==> src/rtl/prefetch_ar_arbiter.sv <==
// prefetch_ar_arbiter: shares the DDR read-address channel between demand
// reads (priority) and prefetch reads. Prefetch grants are gated by enable,
// a bandwidth-throttle interval and an outstanding-burst limit. A starvation
// counter forces a prefetch grant after a run of demand grants.
//
// Ports:
//   clk, resetN                 clock, asynchronous active-low reset
//   en                          prefetch enable (demand unaffected)
//   d_ar_*                      demand AR slave port (ready is combinational)
//   p_ar_*                      prefetch AR slave port (ready is combinational)
//   m_ar_*                      registered AR master port toward DDR
//   pr_retire                   pulse: one prefetch burst fully returned
//   crs_*                       throttle interval, outstanding limit, starve limit
//   pr_outstanding              prefetch bursts in flight
//   grant_src                   source of current m_ar beat (0 demand, 1 prefetch)
//   errorCode                   sticky: [0] retire at zero, [1] outstanding overflow
//
// Optional: define PR_ARB_STATS_EN to add saturating 16-bit grant counters
// stat_demandGrants / stat_prefetchGrants.
module prefetch_ar_arbiter #(
   parameter int unsigned ADDR_BITS         = 16,
   parameter int unsigned TID_WIDTH         = 8,
   parameter int unsigned BURST_LEN_WIDTH   = 8,
   parameter int unsigned LOG_QUEUE_SIZE    = 3,
   parameter int unsigned PRFETCH_FRQ_WIDTH = 6,
   parameter int unsigned STARVE_WIDTH      = 4
) (
   input  logic                         clk,
   input  logic                         resetN,
   input  logic                         en,
   input  logic                         d_ar_valid,
   output logic                         d_ar_ready,
   input  logic [ADDR_BITS-1:0]         d_ar_addr,
   input  logic [BURST_LEN_WIDTH-1:0]   d_ar_len,
   input  logic [TID_WIDTH-1:0]         d_ar_id,
   input  logic                         p_ar_valid,
   output logic                         p_ar_ready,
   input  logic [ADDR_BITS-1:0]         p_ar_addr,
   input  logic [BURST_LEN_WIDTH-1:0]   p_ar_len,
   input  logic [TID_WIDTH-1:0]         p_ar_id,
   output logic                         m_ar_valid,
   input  logic                         m_ar_ready,
   output logic [ADDR_BITS-1:0]         m_ar_addr,
   output logic [BURST_LEN_WIDTH-1:0]   m_ar_len,
   output logic [TID_WIDTH-1:0]         m_ar_id,
   input  logic                         pr_retire,
   input  logic [PRFETCH_FRQ_WIDTH-1:0] crs_prBandwidthThrottle,
   input  logic [LOG_QUEUE_SIZE:0]      crs_prOutstandingLimit,
   input  logic [STARVE_WIDTH-1:0]      crs_starveLimit,
   output logic [LOG_QUEUE_SIZE:0]      pr_outstanding,
   output logic                         grant_src,
   output logic [1:0]                   errorCode
`ifdef PR_ARB_STATS_EN
   ,
   output logic [15:0]                  stat_demandGrants,
   output logic [15:0]                  stat_prefetchGrants
`endif
);

   localparam int unsigned OUT_W = LOG_QUEUE_SIZE + 1;

   localparam logic [1:0] IDLE     = 2'd0;
   localparam logic [1:0] DEMAND   = 2'd1;
   localparam logic [1:0] PREFETCH = 2'd2;

   logic [1:0]                   state_q, state_d;
   logic [PRFETCH_FRQ_WIDTH-1:0] thr_q;
   logic [STARVE_WIDTH-1:0]      starve_q;
   logic                         p_elig, force_p, d_win, p_win, pr_issue;

   // Prefetch may compete only when enabled, un-throttled and under its limit.
   assign p_elig  = p_ar_valid & en & (thr_q == '0) &
                    (pr_outstanding < crs_prOutstandingLimit);
   assign force_p = p_elig & (crs_starveLimit != '0) & (starve_q >= crs_starveLimit);

   // A prefetch beat accepted by DDR becomes an outstanding burst.
   assign pr_issue = (state_q == PREFETCH) & m_ar_ready;

   // State register and registered m_ar payload.
   always_ff @(posedge clk or negedge resetN) begin
      if (!resetN) begin
         state_q    <= IDLE;
         m_ar_valid <= 1'b0;
         m_ar_addr  <= '0;
         m_ar_len   <= '0;
         m_ar_id    <= '0;
         grant_src  <= 1'b0;
      end else begin
         state_q    <= state_d;
         m_ar_valid <= (state_d != IDLE);
         if (d_win) begin
            m_ar_addr <= d_ar_addr;
            m_ar_len  <= d_ar_len;
            m_ar_id   <= d_ar_id;
            grant_src <= 1'b0;
         end else if (p_win) begin
            m_ar_addr <= p_ar_addr;
            m_ar_len  <= p_ar_len;
            m_ar_id   <= p_ar_id;
            grant_src <= 1'b1;
         end
      end
   end

   // Winner selection in IDLE; hold the beat until DDR accepts it.
   always_comb begin
      state_d    = state_q;
      d_win      = 1'b0;
      p_win      = 1'b0;
      d_ar_ready = 1'b0;
      p_ar_ready = 1'b0;
      case (state_q)
         IDLE: begin
            p_win      = force_p | (~d_ar_valid & p_elig);
            d_win      = ~force_p & d_ar_valid;
            d_ar_ready = d_win;
            p_ar_ready = p_win;
            if (d_win)      state_d = DEMAND;
            else if (p_win) state_d = PREFETCH;
         end
         DEMAND, PREFETCH: begin
            if (m_ar_ready) state_d = IDLE;
         end
         default: state_d = IDLE;
      endcase
   end

   // Throttle interval: reload on prefetch grant, else count down to zero.
   always_ff @(posedge clk or negedge resetN) begin
      if (!resetN)            thr_q <= '0;
      else if (p_win)         thr_q <= crs_prBandwidthThrottle;
      else if (thr_q != '0)   thr_q <= thr_q - PRFETCH_FRQ_WIDTH'(1);
   end

   // Demand grants seen while prefetch waits; saturates.
   always_ff @(posedge clk or negedge resetN) begin
      if (!resetN)                         starve_q <= '0;
      else if (!p_ar_valid || p_win)       starve_q <= '0;
      else if (d_win && starve_q != '1)    starve_q <= starve_q + STARVE_WIDTH'(1);
   end

   // Outstanding prefetch bursts with sticky underflow/overflow flags.
   always_ff @(posedge clk or negedge resetN) begin
      if (!resetN) begin
         pr_outstanding <= '0;
         errorCode      <= 2'b00;
      end else begin
         case ({pr_issue, pr_retire})
            2'b10: begin
               if (pr_outstanding == '1) errorCode[1]   <= 1'b1;
               else                      pr_outstanding <= pr_outstanding + OUT_W'(1);
            end
            2'b01: begin
               if (pr_outstanding == '0) errorCode[0]   <= 1'b1;
               else                      pr_outstanding <= pr_outstanding - OUT_W'(1);
            end
            default: ;
         endcase
      end
   end

`ifdef PR_ARB_STATS_EN
   // Saturating accepted-beat counters per source.
   always_ff @(posedge clk or negedge resetN) begin
      if (!resetN) begin
         stat_demandGrants   <= 16'd0;
         stat_prefetchGrants <= 16'd0;
      end else if (m_ar_ready) begin
         if (state_q == DEMAND && stat_demandGrants != 16'hFFFF)
            stat_demandGrants <= stat_demandGrants + 16'd1;
         if (state_q == PREFETCH && stat_prefetchGrants != 16'hFFFF)
            stat_prefetchGrants <= stat_prefetchGrants + 16'd1;
      end
   end
`endif

endmodule

==> config.mk <==
export PLATFORM = sky130hd
export DESIGN_NAME = prefetch_ar_arbiter
export DESIGN_NICKNAME = d
export VERILOG_FILES = /design/src/rtl/prefetch_ar_arbiter.sv
export SDC_FILE = /design/constraint.sdc
export NUM_CORES = 1
export LEC_CHECK = 0
export BUFFER_PORTS_ARGS = -buffer_cell sky130_fd_sc_hd__buf_2
export CAP_MARGIN = 25
export CORE_MARGIN = 2
export CORE_UTILIZATION = 42
export CTS_CLUSTER_DIAMETER = 40
export DETAILED_ROUTE_END_ITERATION = 16
export MAX_ROUTING_LAYER = met4
export PLACE_DENSITY = 0.69
export SYNTH_ARGS = -nofsm -noshare
export SYNTH_HDL_FRONTEND = slang
export SYNTH_SLANG_ARGS = --single-unit
export TNS_END_PERCENT = 1
==> constraint.sdc <==
create_clock -name clk -period 5.6 [get_ports clk]
set_clock_uncertainty 0.2 [all_clocks]
set_input_delay 1.12 -clock clk [delete_from_list [all_inputs] [get_ports clk]]
set_output_delay 1.12 -clock clk [all_outputs]
set_load 0.005 [all_outputs]
Word-level counts from Yosys, hierarchy flattened --
Cells that the tools add are included.
Cells by class: $add $sub $neg 4, multipliers 0, divide/modulo/power cells 0, order comparisons 2, equality and inequality tests 8, shift operators 0, multiplexer cells 21, bitwise operators 11, reduce and logical (&&, ||, !) cells 17
Operators by type and width (count):
- 16-bit 2-to-1 mux | 2
- 8-bit 2-to-1 mux | 4
- 4-bit 2-to-1 mux | 4
- 6-bit 2-to-1 mux | 2
- 2-bit nonzero test | 5
- 4-bit by 1-bit adder with 4-bit output (second input constant) | 2
- 1-bit bitwise AND | 8
- 4-bit case mux with 2 select lines | 1
- 6-bit logical NOT | 1
- 2-bit 2-to-1 mux | 3
- 6-bit nonzero test | 1
- 6-bit by 1-bit subtractor with 6-bit output (second input constant) | 1
- 2-bit by 1-bit equality test with 1-bit output (second input constant) | 2
- 2-bit equality test (second input constant) | 2
- 4-bit equality test (second input constant) | 1
- 4-bit >= comparator | 1
- 4-bit logical NOT | 1
- 4-bit < comparator | 1
- 1-bit 2-to-1 mux | 4
- 2-bit != test (second input constant) | 2
- 4-bit != test (second input constant) | 1
- 2-bit case mux with 2 select lines | 1
- 2-bit AND reduction | 2
- 4-bit nonzero test | 1
- 9 further kinds | 10
Storage, ports and cells: register bits after elaboration 52, latch bits 0, memory bits (writable) 0, bits in read-only memories 0, input bits 85, output and inout bits 42, logic and storage cells 74, memories kept 0

Longest topological paths before layout --
depth in word-level cells 11, depth in mapped cells 11, depth with buffers taken out 11

Worst setup path after synthesis --
OpenSTA, ideal clock, no wires.
path type input to output, start point input crs_starveLimit[0], end point output d_ar_ready, data arrival time 2.499 ns, required time 4.280 ns, slack 1.781 ns, stages on the path 7, buffers on the path 1, path through ha_1 > nand2b_1 > a2111oi_0 > a211o_1 > o21bai_4 > inv_2 > buf_2
On the way: word-level cells in the longest chain between the ends 6, elaborated cells between the ends (all ways) 7, classes of those cells order compare: 1; mux: 1; bitwise: 4; reduce/logical: 1
RTL lines:
- start: declaration | line 49 | input logic [STARVE_WIDTH-1:0] crs_starveLimit,
- branches (longest 2 deep; another with 4-bit >= comparator)
- 1-bit bitwise AND (*) | line 74 | assign force_p = p_elig & (crs_starveLimit != '0) & (starve_q >= crs_starveLimit);
- 1-bit NOT (*) | line 115 | d_win = ~force_p & d_ar_valid;
- 1-bit bitwise AND (*) | line 115
- 1-bit 2-to-1 mux (*) | line 112 | case (state_q)
- end: declaration | line 32 | output logic d_ar_ready,
Mark *: on every way between the ends.

Final worst setup path --
Ends and elaborated chain as after synthesis.

==> impl_results.md <==
* Status: complete, no violations
* Final Max Tran Viols at 0
* Top achievable clock speed at between 200 and 250 MHz
* Logic pwr share at 44.5%
* Vias per inst at about 5.0
* Cts bufs inserted at 5
* Most frequent cells in the layout: buf_2 (126), nand2_1 (75), dfrtp_1 (52)
* Cell leakage power at 1.79 nW
* Average wire per standard cell at 12.8 um
* Setup repair after global routing missed its margin: false
* Post-synth EDFFs at 0
* Synth Instances at roughly 320
* Area Overhead vs Synth at 27.1%
* Distinct cell type count after synthesis at 37
* Drc violations at 0
* Final Hold Fails at 0
* Routed WL at approximately 6.7 mm
* Ys flop type: dfrtp_1
* Metal-1 WL at just under 3 mm
* Max VDD drop at about 230 uV
* Mapped Avg Cell Area at slightly below 9 um2
* Met2 wire len at around 3.4 mm
* Nets at 547
* Die area at around 7400 um2
* First-pass GRT wire length at between 10 and 15 mm
* IO Pins at between 100 and 150
* Tmin final at roughly 4.3 ns
* Power Density at approximately 440 nW/um2
* Clock latency on the worst-skew pair at 0.29 ns
* Top Metal Used: met4
* Req. time, crit path at 4.28 ns
* Root buffer cell: clkbuf_8
* HP Class: reg -> reg
* Critical Path End Type: output port
* Clk slew on worst S/H paths at approximately 0.090 ns
* Hold Path Origin: errorCode[1]
* DRT iter0 DRCs at about 150
* Rows at 29
* Ant. Diodes at 0
* CORE AREA at roughly 6500 um2
* Startpoint Class: input pin
* Final TNS setup at 0 ns
* Worst path arrival time at about 3 ns
* Post-Syn Area at between 2000 and 3000 um2
* Final worst slack at ~1.3 ns
* Cts repair resizes at 0
* Share of cells above drive strength 1 at between 30% and 40%
* Sequential share of power at 41.9%
* All-Layer GR Usage at between 15 and 20%
* Die Y at about 86 um
* Worst-case clock buffer depth at 2
* Initial core utilization at between 40% and 50%
* Postcts setup bufs at 0
* Sw frac at between 30% and 40%
* Via count at roughly 2600
* H-tree depth at 2
* Post-Place Worst Slack at about 1.3 ns
* Total global routing overflow at 0
* Antenna violations before repair at 0
* Synthesized flop and latch total at 52
* Syn Nets at 425
* Final setup fails at 0
* Net Sw Power at 615 uW
* Hold Buf Count CTS at 0
* Met3 WL at a little under 300 um
* WS Path Type: in -> out
* Drt first pass iters at 4
* Largest net degree at the start of global routing at between 50 and 60
* Slew @ Worst Pin at roughly 0.92 ns
* Asr flop ratio synth at between 90% and 100%
* Post-DRT Antenna Nets at 0
* Synth warn at 0
* Max_cap viols at 0
* Crit path from: crs_starveLimit[0]
* Worst r2r src: thr_q[0]
* Seq/Total Area, Yosys at between 40% and 50%
* DIE WIDTH at between 80 and 90 um
* Commonest non-fill, non-tap cell in the layout: buf_2
* Hpwl dp at between 4 and 5 mm
* Max Fanout on Critical Path at 37
* Gpl congestion at about 0.78
* Slew headroom at a little under two fifths
* Clock power share at 13.6%
* Fin crit share at between 70 and 80%
* CTS tree: done
* Port Buf Inserts at 126
* Vias in the first global route at 2515
* Pint at about 970 uW
* Clk sinks at 52
==> power by group through the flow <==
stage	logic [mW]	registers (mW)	clock network [mW]
finish	0.706	0.665	0.216
global route	0.807	0.691	0.238
CTS	0.718	0.665	0.227
detailed placement	0.715	0.672	0
global placement	0.696	0.666	0
floorplan	0.455	0.666	0
==> worst max-delay path, stage by stage <==
cell	delay [ns]
buf_2	0.11
ha_1	0.27
nand2b_1	0.09
a2111oi_0	0.08
a211o_1	0.38
o21bai_4	0.75
inv_2	0.06
buf_2	0.15
==> final cells by class <==
class,instances,area (um2)
Timing Repair Buffer,129,653
Clock inverter,1,7.51
Inverter,20,75.1
Tap cell,77,96.3
Clock buffer,7,86.3
Fill cell,617,2850
Multi-Input combinational cell,238,1390
Sequential cell,52,1300
==> path summary, 6_finish.rpt <==
kind	cells past startpoint	to	slack [ns]
setup / recovery	8	d_ar_ready	1.27
hold / removal	1	errorCode[1]	0.26
setup reg to reg	10	starve_q[2]	2.47
hold reg to reg	1	errorCode[1]	0.26
max in group asynchronous	2	state_q[1]	4.04
min in group asynchronous	2	m_ar_id[5]	0.73
==> logic make-up (layout without fill, tap and decap cells) <==
| logic type | Yosys count | count (layout) | share of synthesized area (%) |
|---|---|---|---|
| compound gates | 73 | 73 | 17.5 |
| xor+xnor | 6 | 6 | 1.85 |
| fa+ha+maj | 16 | 16 | 7.31 |
| buf+inv | 34 | 157 | 5.20 |
| flops | 52 | 52 | 45.8 |
| mux | 3 | 3 | 1.19 |
| simple gates | 140 | 140 | 21.1 |
==> state kept, by name (all words and copies together), names as in the netlist <==
signal	cells
thr_q	6
m_ar_valid	1
m_ar_id	8
grant_src	1
starve_q	4
pr_outstanding	4
errorCode	2
m_ar_addr	16
state_q	2
m_ar_len	8
==> Yosys cell counts, types with 2 or more instances <==
cell type | count | area, um2
a211oi_1 | 2 | 15.0
a21o_1 | 5 | 37.5
a21oi_1 | 10 | 50.1
a31oi_1 | 32 | 200
buf_2 | 10 | 50.1
clkbuf_1 | 3 | 11.3
dfrtp_1 | 52 | 1300
ha_1 | 15 | 188
inv_1 | 19 | 71.3
mux2_2 | 3 | 33.8
nand2_1 | 75 | 282
nand2b_1 | 3 | 18.8
nand3_1 | 7 | 35.0
nor2_1 | 40 | 150
nor2b_1 | 2 | 12.5
nor3_1 | 2 | 10.0
nor3b_1 | 2 | 15.0
nor4_1 | 3 | 18.8
o21ai_0 | 15 | 75.1
o22ai_1 | 2 | 12.5
or2_2 | 2 | 12.5
xnor2_1 | 5 | 43.8
==> through the flow <==
stage	util [%]	hold WS [ns]	instance area (um2)	std cells	power, mW
after detailed placement	54.5	0.241	3520	516	1.39
after global placement	54.5	0.237	3520	516	1.36
final	55.9	0.263	3610	524	1.59
after CTS	55.9	0.265	3610	524	1.61
after floorplan	-	0.251	2840	324	1.12
after global routing	55.9	0.278	3610	524	1.74
==> routing by layer <==
metal | global-route usage [%] | vias up
met5 | - | -
met2 | 32.0 | 73
met1 | 22.3 | 1213
li1 | - | 1339
met3 | 2.57 | 10
met4 | 5.82 | 0
(Power assumes the default switching activity.)
